===== src/rtl/sram_port_arbiter_pkg.sv =====
// Shared defaults and port-index names for the SRAM port arbiter.
// Port 0 is the serial loader, the only master allowed during a LOCK session.
package sram_port_arbiter_pkg;

   localparam int DEF_NUM_PORTS         = 3;
   localparam int DEF_MEMORY_DATA_WIDTH = 8;
   localparam int DEF_MEMORY_ADDR_WIDTH = 9;
   localparam int DEF_MAX_BURST         = 4;
   localparam int DEF_RR_MODE           = 1;

   localparam int PORT_LOADER = 0;
   localparam int PORT_INSTR  = 1;
   localparam int PORT_DATA   = 2;

endpackage


===== src/rtl/rr_priority_pick.sv =====
// One-hot pick of the first set request bit, searching upward from start
// and wrapping at N-1. A zero start gives fixed lowest-index priority.
module rr_priority_pick #(
   parameter int N  = 3,
   parameter int PW = 2
) (
   input  logic [N-1:0]  req,
   input  logic [PW-1:0] start,
   output logic [N-1:0]  gnt
);

   logic found;
   int   j;

   always_comb begin
      gnt   = '0;
      found = 1'b0;
      j     = 0;
      for (int i = 0; i < N; i++) begin
         j = int'(start) + i;
         if (j >= N) j = j - N;
         if (!found && req[PW'(j)]) begin
            gnt[PW'(j)] = 1'b1;
            found       = 1'b1;
         end
      end
   end

endmodule


===== src/rtl/sram_port_arbiter.sv =====
// Single-port SRAM arbiter: one access per cycle, burst ownership with a
// fairness limit, and a loader LOCK that fences out the CPU ports.
module sram_port_arbiter
   import sram_port_arbiter_pkg::*;
#(
   parameter int NUM_PORTS         = DEF_NUM_PORTS,
   parameter int MEMORY_DATA_WIDTH = DEF_MEMORY_DATA_WIDTH,
   parameter int MEMORY_ADDR_WIDTH = DEF_MEMORY_ADDR_WIDTH,
   parameter int MAX_BURST         = DEF_MAX_BURST,
   parameter int RR_MODE           = DEF_RR_MODE
) (
   input  logic                                     CLK,
   input  logic                                     RST,
   input  logic                                     LOCK,
   input  logic [NUM_PORTS-1:0]                     REQ,
   input  logic [NUM_PORTS-1:0]                     WE,
   input  logic [NUM_PORTS*MEMORY_ADDR_WIDTH-1:0]   ADDR,
   input  logic [NUM_PORTS*MEMORY_DATA_WIDTH-1:0]   WDATA,
   output logic [NUM_PORTS-1:0]                     GNT,
   output logic [NUM_PORTS-1:0]                     RVLD,
   output logic [MEMORY_DATA_WIDTH-1:0]             RDATA,
   output logic                                     CEN_after_mux,
   output logic                                     WEN_after_mux,
   output logic [MEMORY_ADDR_WIDTH-1:0]             A_after_mux,
   output logic [MEMORY_DATA_WIDTH-1:0]             D_after_mux,
   input  logic [MEMORY_DATA_WIDTH-1:0]             Q_from_SRAM,
   output logic                                     BUSY
);

   localparam int AW = MEMORY_ADDR_WIDTH;
   localparam int DW = MEMORY_DATA_WIDTH;
   localparam int PW = (NUM_PORTS > 1) ? $clog2(NUM_PORTS) : 1;
   localparam int BW = $clog2(MAX_BURST + 1);
   localparam logic [NUM_PORTS-1:0] LOADER_ONLY = NUM_PORTS'(1) << PORT_LOADER;

   logic                 lock_q;
   logic                 own_vld;
   logic [PW-1:0]        owner;
   logic [PW-1:0]        ptr;
   logic [BW-1:0]        bcnt;
   logic [NUM_PORTS-1:0] rvld_q;

   logic [NUM_PORTS-1:0] elig, own_bit, others, pick_req, pick_gnt;
   logic [PW-1:0]        start, gidx;
   logic                 keep, pass, any, we_sel;

   // LOCK is applied from the cycle after it is seen, so a beat already
   // granted in the LOCK cycle still completes.
   always_comb begin
      elig     = REQ & (lock_q ? LOADER_ONLY : '1);
      own_bit  = own_vld ? (NUM_PORTS'(1) << owner) : '0;
      keep     = |(elig & own_bit);
      others   = elig & ~own_bit;
      pass     = keep && (bcnt >= BW'(MAX_BURST)) && (|others);
      pick_req = keep ? others : elig;
   end

   assign start = (RR_MODE != 0) ? ptr : '0;

   rr_priority_pick #(.N(NUM_PORTS), .PW(PW)) u_pick (
      .req   (pick_req),
      .start (start),
      .gnt   (pick_gnt)
   );

   always_comb begin
      GNT         = '0;
      gidx        = '0;
      we_sel      = 1'b0;
      A_after_mux = '0;
      D_after_mux = '0;
      if (!RST) GNT = (keep && !pass) ? own_bit : pick_gnt;
      for (int p = 0; p < NUM_PORTS; p++) begin
         if (GNT[p]) begin
            gidx        = PW'(p);
            we_sel      = WE[p];
            A_after_mux = ADDR[p*AW +: AW];
            D_after_mux = WDATA[p*DW +: DW];
         end
      end
   end

   assign any           = |GNT;
   assign CEN_after_mux = !any;
   assign WEN_after_mux = !(any && we_sel);

   always_ff @(posedge CLK) begin
      if (RST) begin
         lock_q  <= 1'b0;
         own_vld <= 1'b0;
         owner   <= '0;
         ptr     <= '0;
         bcnt    <= '0;
         rvld_q  <= '0;
      end else begin
         lock_q <= LOCK;
         rvld_q <= (any && !we_sel) ? GNT : '0;
         // Loader grants under LOCK never form a burst nor move the pointer.
         if (lock_q || !any) begin
            own_vld <= 1'b0;
            bcnt    <= '0;
         end else if (own_vld && gidx == owner) begin
            if (bcnt != BW'(MAX_BURST)) bcnt <= bcnt + 1'b1;
         end else begin
            own_vld <= 1'b1;
            owner   <= gidx;
            bcnt    <= BW'(1);
            ptr     <= (gidx == PW'(NUM_PORTS - 1)) ? '0 : gidx + 1'b1;
         end
      end
   end

   assign RVLD  = RST ? '0 : rvld_q;
   assign RDATA = (|RVLD) ? Q_from_SRAM : '0;
   assign BUSY  = any || (|RVLD);

endmodule


===== config.mk =====
export PLATFORM = sky130hd
export DESIGN_NAME = sram_port_arbiter
export DESIGN_NICKNAME = d
export VERILOG_FILES = /design/src/rtl/sram_port_arbiter_pkg.sv /design/src/rtl/rr_priority_pick.sv /design/src/rtl/sram_port_arbiter.sv
export SDC_FILE = /design/constraint.sdc
export NUM_CORES = 1
export LEC_CHECK = 0
export CORE_ASPECT_RATIO = 1.75
export CORE_UTILIZATION = 31
export CTS_CLUSTER_SIZE = 12
export DETAILED_ROUTE_END_ITERATION = 6
export PLACE_DENSITY = 0.77
export SLEW_MARGIN = 20
export SYNTH_ARGS = -nofsm -noshare
export SYNTH_HDL_FRONTEND = slang
export SYNTH_HIERARCHICAL = 1
export SYNTH_SLANG_ARGS = --single-unit

===== constraint.sdc =====
create_clock -name CLK -period 3.1 [get_ports CLK]
set_clock_uncertainty 0.2 [all_clocks]
set_input_delay 0.465 -clock CLK [delete_from_list [all_inputs] [get_ports CLK]]
set_output_delay 0.465 -clock CLK [all_outputs]
set_load 0.01 [all_outputs]

==> summary.md <==
| Metric | Value |
|---|---|
| Status | `finished with violations` |
| Failing checks | `negative setup slack` |
| Per-cell routed wire length | `15.7 microns` |
| Setup_tns | `-10.98 ns` |
| Via/cell ratio | `5.26` |
| Initial antenna violation count | `0` |
| Pleak | `1.41 nW` |
| Synthesis Warnings | `6` |
| Psw | `0.000817 W` |
| Setup repair after global routing missed its margin | `true` |
| Fin crit period | `3.74 ns` |
| Vias in the first global route | `2124` |
| Kind of critical path | `flop to primary output` |
| Area after DPL | `2840 sq um` |
| Sequential share of power | `10.2%` |
| Post-synth EDFFs | `0` |
| Comb power frac | `82.8%` |
| Nets | `434` |
| CTS Sinks | `11` |
| Switching share of power | `41.5%` |
| Clk network pwr share | `7.0%` |
| Critical path's largest stage delay | `0.49 ns` |
| Clk buf depth | `2` |
| Clk_lat worst skew | `0.23 ns` |
| Max VDD drop | `0.568 mV` |
| Mapped Cells | `195` |
| CP max FO | `5` |
| Synth cell types | `48` |
| # diodes | `0` |
| RD Place Congestion | `0.846` |
| Synth cell count leaders | `44 x nor2_1, 17 x a221oi_1, 12 x nand2_1, 11 x dfxtp_1, 11 x nor2b_1` |
| Min-delay src | `owner[1]` |
| Hold path depth | `2` |
| Reg clk slew, reported paths | `0.05 ns` |
| First DRT Iteration DRCs | `45` |
| #FFs+latches synth | `11` |
| CP Capture Type | `primary output` |
| Mapped Area | `1380 sq um` |
| DR pass1 iterations | `4` |
| Final hold vios | `0` |
| DP Worst Slack | `-0.978 ns` |
| Horiz. Die Dim | `52.5 microns` |
| Final HPWL DP | `4360 microns` |
| Vias post-DR | `2146` |
| Min-delay worst type | `flop to flop` |
| CP delay by family, top | `simple AND/OR/NAND/NOR gates` |
| Die footprint | `4740 sq um` |
| Cell taking the most area after synthesis | `dfxtp_1` |
| CTS root buf | `clkbuf_8` |
| Max Clk Rate | `267 MHz` |
| Fin crit share | `121%` |
| Worst Setup Start Kind | `flop` |
| Cell count of the worst reg-to-reg path | `13` |
| Worst R2R Setup Slack | `-0.02 ns` |
| Grt ovf | `0` |
| Core ar. | `4190 sq um` |
| Req. time, crit path | `2.43 ns` |
| CTS tree | `built` |
| Design Area, Final | `3160 sq um` |
| Fin Hold WS | `0.295 ns` |
| Share of the synthesized area in the top cell type | `15.9%` |
| Slowest cell on the critical path | `or4b_1` |
| Worst Slack Setup Final | `-0.638 ns` |
| Input/output buffers | `101` |
| Slew HR | `73.1%` |
| Mean Syn Cell Area | `7.08 sq um` |
| Initial core utilization | `33.0%` |
| Critical R2R Capture | `rvld_q[0]` |
| Final Setup Violations | `22` |
| TritonCTS buffer count | `3` |
| Most frequent cell after synthesis | `nor2_1` |
| Worst path buffer plus inverter count | `3` |
| Largest net degree at the start of global routing | `20` |
| Final Max Tran Viols | `0` |
| DRC | `0` |
| Power per cell area | `622 nW/um^2` |
| Synth area leaders | `dfxtp_1 16%, nor2_1 12%, a221oi_1 11%, ha_1 5.4%, nor2b_1 5.0%` |
| First-pass GRT wire length | `9080 microns` |
| H-tree level count | `1` |
| Worst-path cell chain | `nand3b_1 -> nor2b_4 -> or4b_1 -> a21oi_1 -> o21a_2 -> or3b_4 -> a31oi_4 -> buf_6 -> buf_16 -> a221oi_2 -> nor2_1 -> buf_2` |
| Sequential share of the synthesized area | `15.9%` |
| Synth Flop Type | `dfxtp_1` |
| Reg2reg start | `owner[0]` |
| WHS Endpoint | `owner[1]` |
| P_int | `0.00115 W` |
| Post-synth ARST share | `0%` |
| Post-DRT Antenna Nets | `0` |
| CTS Hold Bufs | `0` |
| Critical path arrival | `3.07 ns` |
| Syn_nets | `269` |
| Routed wire length | `6410 microns` |
| Die Ht | `90.3 microns` |
| GRT Total Usage | `24.8%` |
| Ports | `102` |
| # rows | `31` |
| Ratio of cells with drive above 1 in the final layout | `39.6%` |
| Slew @ Worst Pin | `0.403 ns` |
| Max-Cap Viols | `0` |
| Layout area overhead | `129%` |
==> worst min-delay path, delay by kind of cell (launching register included) <==
family	cells	cell delay [ns]
compound gates	1	0.05
flops	1	0.33
simple gates	1	0.06
==> logic make-up (layout without fill, tap and decap cells) <==
group / after synthesis / after routing / synth area share (%)
fa+ha+maj: 6 / 6 / 5.43
simple gates: 100 / 100 / 37.0
flops: 11 / 11 / 15.9
xor+xnor: 1 / 1 / 0.634
buf+inv: 21 / 185 / 7.61
compound gates: 53 / 53 / 31.3
mux: 3 / 3 / 2.17
==> power groups by stage <==
stage	clock network, W	logic [W]	registers (W)
after floorplan	0	0.000660	0.000195
after global routing	0.000152	0.00174	0.000203
after CTS	0.000143	0.00146	0.000196
final	0.000139	0.00163	0.000200
after global placement	0	0.00136	0.000198
after detailed placement	0	0.00139	0.000198
==> layout make-up <==
cell class	count	area, sq um
clock buffers	4	45.0
fillers	302	1030
well taps	49	61.3
repair buffers	170	1520
flip-flops and latches	11	225
inverters	10	53.8
multi-input cells	163	1250
repair inverters	1	6.26
==> repair_timing <==
| action | 4_1_cts | 5_1_grt |
|---|---|---|
| endpoints found under the setup margin | 32 | 25 |
| gates cloned | 3 | 1 |
| resized for setup | 114 | 27 |
| setup buffers | 9 | 8 |
| pin swaps | 27 | 15 |
| hold endpoints to repair | 0 | 0 |
==> worst max-delay path by stage <==
stage,slack [ns],from,endpoint,cells after the start
finish,-0.64,owner[0],D_after_mux[3],12
global route,-0.69,owner[0],WEN_after_mux,12
CTS,-0.53,owner[0],D_after_mux[3],12
detailed placement,-0.98,REQ[2],D_after_mux[3],12
global placement,-0.94,REQ[2],D_after_mux[3],12
floorplan,-0.17,owner[0],D_after_mux[2],11
==> routing by layer <==
layer	part of all wire, %	GRT usage (%)	up-vias
li1	-	-	1029
met1	32	20.1	995
met2	57	51.1	99
met3	8.4	6.57	23
met4	3.0	8.11	0
met5	0	0	-
==> metrics by stage <==
stage	utilization, %	std cells	total power, W
floorplan	-	195	0.000855
global placement	67.8	384	0.00156
CTS	72.0	400	0.00180
global route	75.5	408	0.00210
finish	75.5	408	0.00197
detailed placement	67.8	384	0.00158
==> sequential cells by signal, summed over array words and instances, names as in the netlist <==
name / flops
bcnt: 3
lock_q: 1
own_vld: 1
owner: 2
ptr: 1
rvld_q: 3
==> cells in the final DEF, fill, tap and decap left out, types with 2 or more instances in the layout <==
| cell type | n |
|---|---|
| inv_4 | 2 |
| nand2b_1 | 4 |
| and2_1 | 8 |
| or3b_4 | 2 |
| nand3b_1 | 3 |
| nor2_1 | 42 |
| nor2b_1 | 7 |
| nor2b_4 | 2 |
| dlygate4sd2_1 | 3 |
| dfxtp_1 | 9 |
| nor3_1 | 3 |
| o21ai_0 | 3 |
| a211o_1 | 3 |
| nor2_2 | 2 |
| o21ai_1 | 2 |
| buf_4 | 61 |
| o21a_1 | 2 |
| a211oi_4 | 2 |
| o221ai_1 | 2 |
| nor2b_2 | 2 |
| buf_2 | 18 |
| a221oi_2 | 6 |
| a221oi_1 | 11 |
| clkdlybuf4s50_1 | 75 |
| o21ai_2 | 2 |
| buf_6 | 6 |
| ha_1 | 3 |
| ha_4 | 3 |
| nand3_1 | 2 |
| inv_2 | 4 |
| clkbuf_2 | 2 |
| clkbuf_8 | 3 |
| a21oi_1 | 6 |
| nand2_1 | 10 |
| inv_1 | 4 |
| buf_16 | 2 |
No activity file was read; power rests on OpenSTA's default activity.
